<file path="config.mk">
export PLATFORM = sky130hd
export DESIGN_NAME = scan_chain_ctrl
export DESIGN_NICKNAME = d
export VERILOG_FILES = /design/src/rtl/scan_chain_ctrl_pkg.sv /design/src/rtl/scan_chain_ctrl_shreg.sv /design/src/rtl/scan_chain_ctrl.sv
export SDC_FILE = /design/constraint.sdc
export NUM_CORES = 1
export LEC_CHECK = 0
export CAP_MARGIN = 30
export CORE_MARGIN = 10
export CORE_UTILIZATION = 45
export DETAILED_ROUTE_END_ITERATION = 6
export GPL_ROUTABILITY_DRIVEN = 0
export PLACE_DENSITY = 0.71
export SKIP_LAST_GASP = 1
export SYNTH_ARGS = -nofsm -noshare
export SYNTH_HDL_FRONTEND = slang
export SYNTH_SLANG_ARGS = --single-unit
</file>
<file path="constraint.sdc">
create_clock -name CLK -period 2.11 [get_ports CLK]
set_input_delay 0.3165 -clock CLK [delete_from_list [all_inputs] [get_ports CLK]]
set_output_delay 0.3165 -clock CLK [all_outputs]
set_load 0.02 [all_outputs]
</file>
<file path="src/rtl/scan_chain_ctrl_pkg.sv">
// scan_chain_ctrl_pkg: FSM state encoding and default chain length for scan_chain_ctrl
package scan_chain_ctrl_pkg;
    localparam int CHAIN_LEN_DEF = 32;
    typedef enum logic [2:0] {IDLE, LOAD, CAPT, UNLOAD, FIN} state_t;
endpackage

</file>
<file path="src/rtl/scan_chain_ctrl_shreg.sv">
// scan_chain_ctrl_shreg: parallel-load shift register, shifts toward the MSB with serial input at bit 0
module scan_chain_ctrl_shreg #(
    parameter int W = 32
) (
    input  logic         CLK,
    input  logic         RN,
    input  logic         load,
    input  logic [W-1:0] din,
    input  logic         shift,
    input  logic         sin,
    output logic [W-1:0] q
);
    always_ff @(posedge CLK) begin
        if (!RN) q <= '0;
        else if (load) q <= din;
        else if (shift) q <= {q[W-2:0], sin};
    end
endmodule

</file>
<file path="src/rtl/scan_chain_ctrl.sv">
// scan_chain_ctrl: scan load/capture/unload sequencer; SCAN_CHAIN_CTRL_CMP_EN adds EXP_IN/FAIL compare
module scan_chain_ctrl
    import scan_chain_ctrl_pkg::*;
#(
    parameter int CHAIN_LEN = CHAIN_LEN_DEF
) (
    input  logic                 CLK,
    input  logic                 RN,
    input  logic                 START,
    input  logic [CHAIN_LEN-1:0] PAT_IN,
    input  logic                 SO,
    output logic                 SE,
    output logic                 SI,
    output logic                 BUSY,
    output logic                 DONE,
    output logic [CHAIN_LEN-1:0] RESP_OUT
`ifdef SCAN_CHAIN_CTRL_CMP_EN
    ,
    input  logic [CHAIN_LEN-1:0] EXP_IN,
    output logic                 FAIL
`endif
);
    localparam int CW = $clog2(CHAIN_LEN);
    localparam logic [CW-1:0] LAST = CW'(CHAIN_LEN - 1);
    state_t state;
    logic [CW-1:0] cnt;
    logic [CHAIN_LEN-1:0] q;
    logic [CHAIN_LEN-1:0] resp;
    logic go;
    assign go = state == IDLE && START;
    assign resp = {q[CHAIN_LEN-2:0], SO};
    // One register serves both directions: it streams the pattern out while LOAD shifts SO in,
    // so after UNLOAD it holds the response; the MSB of PAT_IN goes straight to SI.
    scan_chain_ctrl_shreg #(.W(CHAIN_LEN)) u_shreg (
        .CLK  (CLK),
        .RN   (RN),
        .load (go),
        .din  ({PAT_IN[CHAIN_LEN-2:0], 1'b0}),
        .shift(state == LOAD || state == UNLOAD),
        .sin  (SO),
        .q    (q)
    );
    always_ff @(posedge CLK) begin
        if (!RN) begin
            state    <= IDLE;
            cnt      <= '0;
            SE       <= 1'b0;
            SI       <= 1'b0;
            BUSY     <= 1'b0;
            DONE     <= 1'b0;
            RESP_OUT <= '0;
        end else begin
            case (state)
                IDLE: if (START) begin
                    state <= LOAD;
                    cnt   <= LAST;
                    SE    <= 1'b1;
                    SI    <= PAT_IN[CHAIN_LEN-1];
                    BUSY  <= 1'b1;
                end
                LOAD: begin
                    SI <= (cnt == '0) ? 1'b0 : q[CHAIN_LEN-1];
                    if (cnt == '0) begin
                        state <= CAPT;
                        SE    <= 1'b0;
                    end else cnt <= cnt - 1'b1;
                end
                CAPT: begin
                    state <= UNLOAD;
                    cnt   <= LAST;
                    SE    <= 1'b1;
                end
                UNLOAD: if (cnt == '0) begin
                    state    <= FIN;
                    SE       <= 1'b0;
                    BUSY     <= 1'b0;
                    DONE     <= 1'b1;
                    RESP_OUT <= resp;
                end else cnt <= cnt - 1'b1;
                FIN: begin
                    state <= IDLE;
                    DONE  <= 1'b0;
                end
                default: state <= IDLE;
            endcase
        end
    end
`ifdef SCAN_CHAIN_CTRL_CMP_EN
    logic [CHAIN_LEN-1:0] exp_q;
    always_ff @(posedge CLK) begin
        if (!RN) begin
            exp_q <= '0;
            FAIL  <= 1'b0;
        end else if (go) begin
            exp_q <= EXP_IN;
            FAIL  <= 1'b0;
        end else if (state == UNLOAD && cnt == '0) FAIL <= resp != exp_q;
    end
`endif
endmodule

</file>
==> results.sh <==
export IMPL_worstReg2RegEnd="RESP_OUT[25]$_SDFFE_PN0P_"
export IMPL_die_w_um=107
export IMPL_dr_first_iter_drc_count=176
export IMPL_synthCells=359
export IMPL_fin_crit_sh=0.869
export IMPL_tightestPinTransition_ps=577
export IMPL_regArea_sq_um=1520
export IMPL_required_ps=2320
export IMPL_cp_max_fo=22
export IMPL_syn_avg_cell_area_sq_um=9.51
export IMPL_dieArea_sq_um=11500
export IMPL_drive_above_1_share=0.146
export IMPL_cts_hold_buf=0
export IMPL_r2r_slack_ps=280
export IMPL_holdWs_ps=481
export IMPL_cts_resized=0
export IMPL_relSlewSlack=0.614
export IMPL_grt_pass1_wl_um=13800
export IMPL_fin_crit_ps=1830
export IMPL_grt_max_degree=66
export IMPL_place_inst=503
export IMPL_hold_end="RESP_OUT[30]$_SDFFE_PN0P_"
export IMPL_drv_cap=0
export IMPL_fin_tns_setup_ps=0
export IMPL_crit_path_max_incr_delay_ps=550
export IMPL_synth_simple_area_share=0.140
export IMPL_cp_arrival_ps=2050
export IMPL_cts_tree="yes"
export IMPL_start_util=0.466
export IMPL_cts_made_buffers=9
export IMPL_min_path_cells=2
export IMPL_fillers=634
export IMPL_rows=31
export IMPL_wirelength_um=8340
export IMPL_synth_top_family_by_area="compound AO/OA/AOI/OAI gates"
export IMPL_ios=72
export IMPL_status="complete, no violations"
export IMPL_antenna_found_initial=0
export IMPL_hp_class="reg -> reg"
export IMPL_cts_max_path_buffers=2
export IMPL_synth_edff_count=0
export IMPL_hpwl_um=5670
export IMPL_multiInputGateArea_sq_um=1660
export IMPL_rsz0062_at_grt="no"
export IMPL_final_antenna_net_count=0
export IMPL_p_leak_nw=1.60
export IMPL_synth_fa_ha_area_frac=0.00367
export IMPL_worstHoldStart="RESP_OUT[30]$_SDFFE_PN0P_"
export IMPL_fin_worst_skew_ps=5.48
export IMPL_hold_violations=0
export IMPL_yosysWarnings=0
export IMPL_p_per_area_nw_per_um2=760
export IMPL_grtUsageTotal=0.145
export IMPL_vdd_drop_max_mv=0.320
export IMPL_clock_latency_ps=330
export IMPL_nNetsFinal=452
export IMPL_die_height_um=107
export IMPL_grt_pass1_vias=2723
export IMPL_dr_pass1_iters=5
export IMPL_cts_htree_levels=3
export IMPL_coreArea_sq_um=7330
export IMPL_cts_root_buf="clkbuf_8"
export IMPL_ys_seq_area_frac=0.446
export IMPL_synth_ff_type="dfxtp_1"
export IMPL_ys_seq_elements=76
export IMPL_yosys_area_top_type="dfxtp_1"
export IMPL_postCtsSetupBuffers=0
export IMPL_syn_nets=396
export IMPL_r2r_start="cnt[0]$_SDFFE_PN0P_"
export IMPL_clkTransAtPathRegs_ps=70
export IMPL_syn_area_sq_um=3410
export IMPL_synth_area_top_cells="dfxtp_1 (45%), a211oi_2 (11%), mux2i_1 (9.1%)"
export IMPL_num_vias=2798
export IMPL_synth_compound_area_share=0.249
export IMPL_drv_slew=0
export IMPL_end_kind="flop"
export IMPL_cp_start_kind="flop"
export IMPL_diodes=0
export IMPL_crit_chain="inv_1 -> ha_1 -> or4b_4 -> buf_4 -> o21ai_0 -> a21oi_1"
export IMPL_wire_per_inst_um=16.1
export IMPL_area_growth_pct=27.7
export IMPL_synth_top_area_share=0.446
export IMPL_io_buffers=71
export IMPL_grt_overflow_total=0
export IMPL_synth_cell_types=39
export IMPL_drc=0
export IMPL_ys_async_sr_fraction=0
export IMPL_synthXorXnorAreaFrac=0
export IMPL_synth_area_mux_share=0.0909
export IMPL_finalSetupViolations=0
export IMPL_critPathKind="reg -> reg"
export IMPL_r2r_cells=6
export IMPL_crit_slowest_cell="or4b_4"
export IMPL_final_cells=518
export IMPL_numClockSinks=76
export IMPL_clock_fmax_ghz=0.545
export IMPL_viasPerCell=5.40
export IMPL_cp_startpoint="cnt[0]$_SDFFE_PN0P_"
[per-stage QoR]
| stage | utilization | total power, W | setup slack (ps) | instance area (sq um) |
|---|---|---|---|---|
| floorplan | - | 0.00211 | 486 | 3410 |
| global placement | 0.569 | 0.00226 | 195 | 4170 |
| detailed placement | 0.569 | 0.00228 | 148 | 4170 |
| CTS | 0.594 | 0.00334 | 177 | 4350 |
| global route | 0.594 | 0.00348 | 93.7 | 4360 |
| finish | 0.594 | 0.00331 | 276 | 4360 |
[worst max-delay path by stage]
| stage | to | depth (start not counted) |
|---|---|---|
| floorplan | RESP_OUT[26]$_SDFFE_PN0P_ | 7 |
| global placement | SI$_SDFFE_PN0P_ | 5 |
| detailed placement | SI$_SDFFE_PN0P_ | 5 |
| CTS | RESP_OUT[25]$_SDFFE_PN0P_ | 6 |
| global route | RESP_OUT[25]$_SDFFE_PN0P_ | 6 |
| finish | RESP_OUT[25]$_SDFFE_PN0P_ | 6 |
[report_power, final]
group / switching [W] / total, W / internal [W]
clock network: 0.000487 / 0.00106 / 0.000573
logic: 0.000335 / 0.000629 / 0.000295
registers: 0.0000912 / 0.00162 / 0.00153
total: 0.000913 / 0.00331 / 0.00240
[layer usage]
| layer | GRT usage | part of all wire | up-vias |
|---|---|---|---|
| met4 | 0.0435 | 0.0082 | 0 |
| met1 | 0.187 | 0.46 | 1326 |
| met2 | 0.231 | 0.47 | 58 |
| met5 | 0 | 0 | - |
| li1 | - | - | 1409 |
| met3 | 0.0365 | 0.053 | 5 |
[cells in the mapped netlist, types with 4 or more instances]
master    count
a211oi_1      5
a211oi_2     29
a21oi_1      35
buf_2        12
buf_6         8
clkbuf_1     14
dfxtp_1      76
mux2i_1      31
nand2_1       4
nand3_1      33
nor2_1       37
nor2b_1       4
nor3_1        6
o21ai_0       6
o21ai_1      29
[critical path: cells and delay by family (launching register included)]
kind                     cells  cell delay [ps]
flip-flops                   1              310
AND/OR/NAND/NOR              1              550
buffers and inverters        2              330
AO/OA/AOI/OAI                2              260
adder cells (fa/ha/maj)      1              270
[final cells by class]
cell class,instances,area share
flip-flops and latches,76,0.349
well taps,99,0.0284
clock inverters,2,0.00804
repair buffers,82,0.196
multi-input cells,242,0.380
clock buffers,13,0.0342
inverters,4,0.00345
[sequential cells by signal, indices dropped and copies added, names as in the netlist]
signal and count:
BUSY 1, DONE 1, RESP_OUT 32, SE 1
SI 1, cnt 5, state 3, u_shreg.q 32
[kinds of logic after synthesis]
kind of cell	Yosys count
compound gates	115
simple gates	95
flops	76
buf+inv	41
mux	31
fa+ha+maj	1
[cells in the final DEF (no fill, tap or decap), types with 4 or more instances in the layout]
master and instances:
dfxtp_1 76, nand3_1 33, mux2i_1 31, buf_12 5, clkbuf_8 10, a21oi_1 35, clkdlybuf4s50_1 71, o21ai_0 6
o21ai_1 29, nor3_1 6, nor2_1 37, nor2b_1 4, nand2_1 4, a211oi_2 29, buf_4 6, a211oi_1 5
No activity file was read; power rests on OpenSTA's default activity.
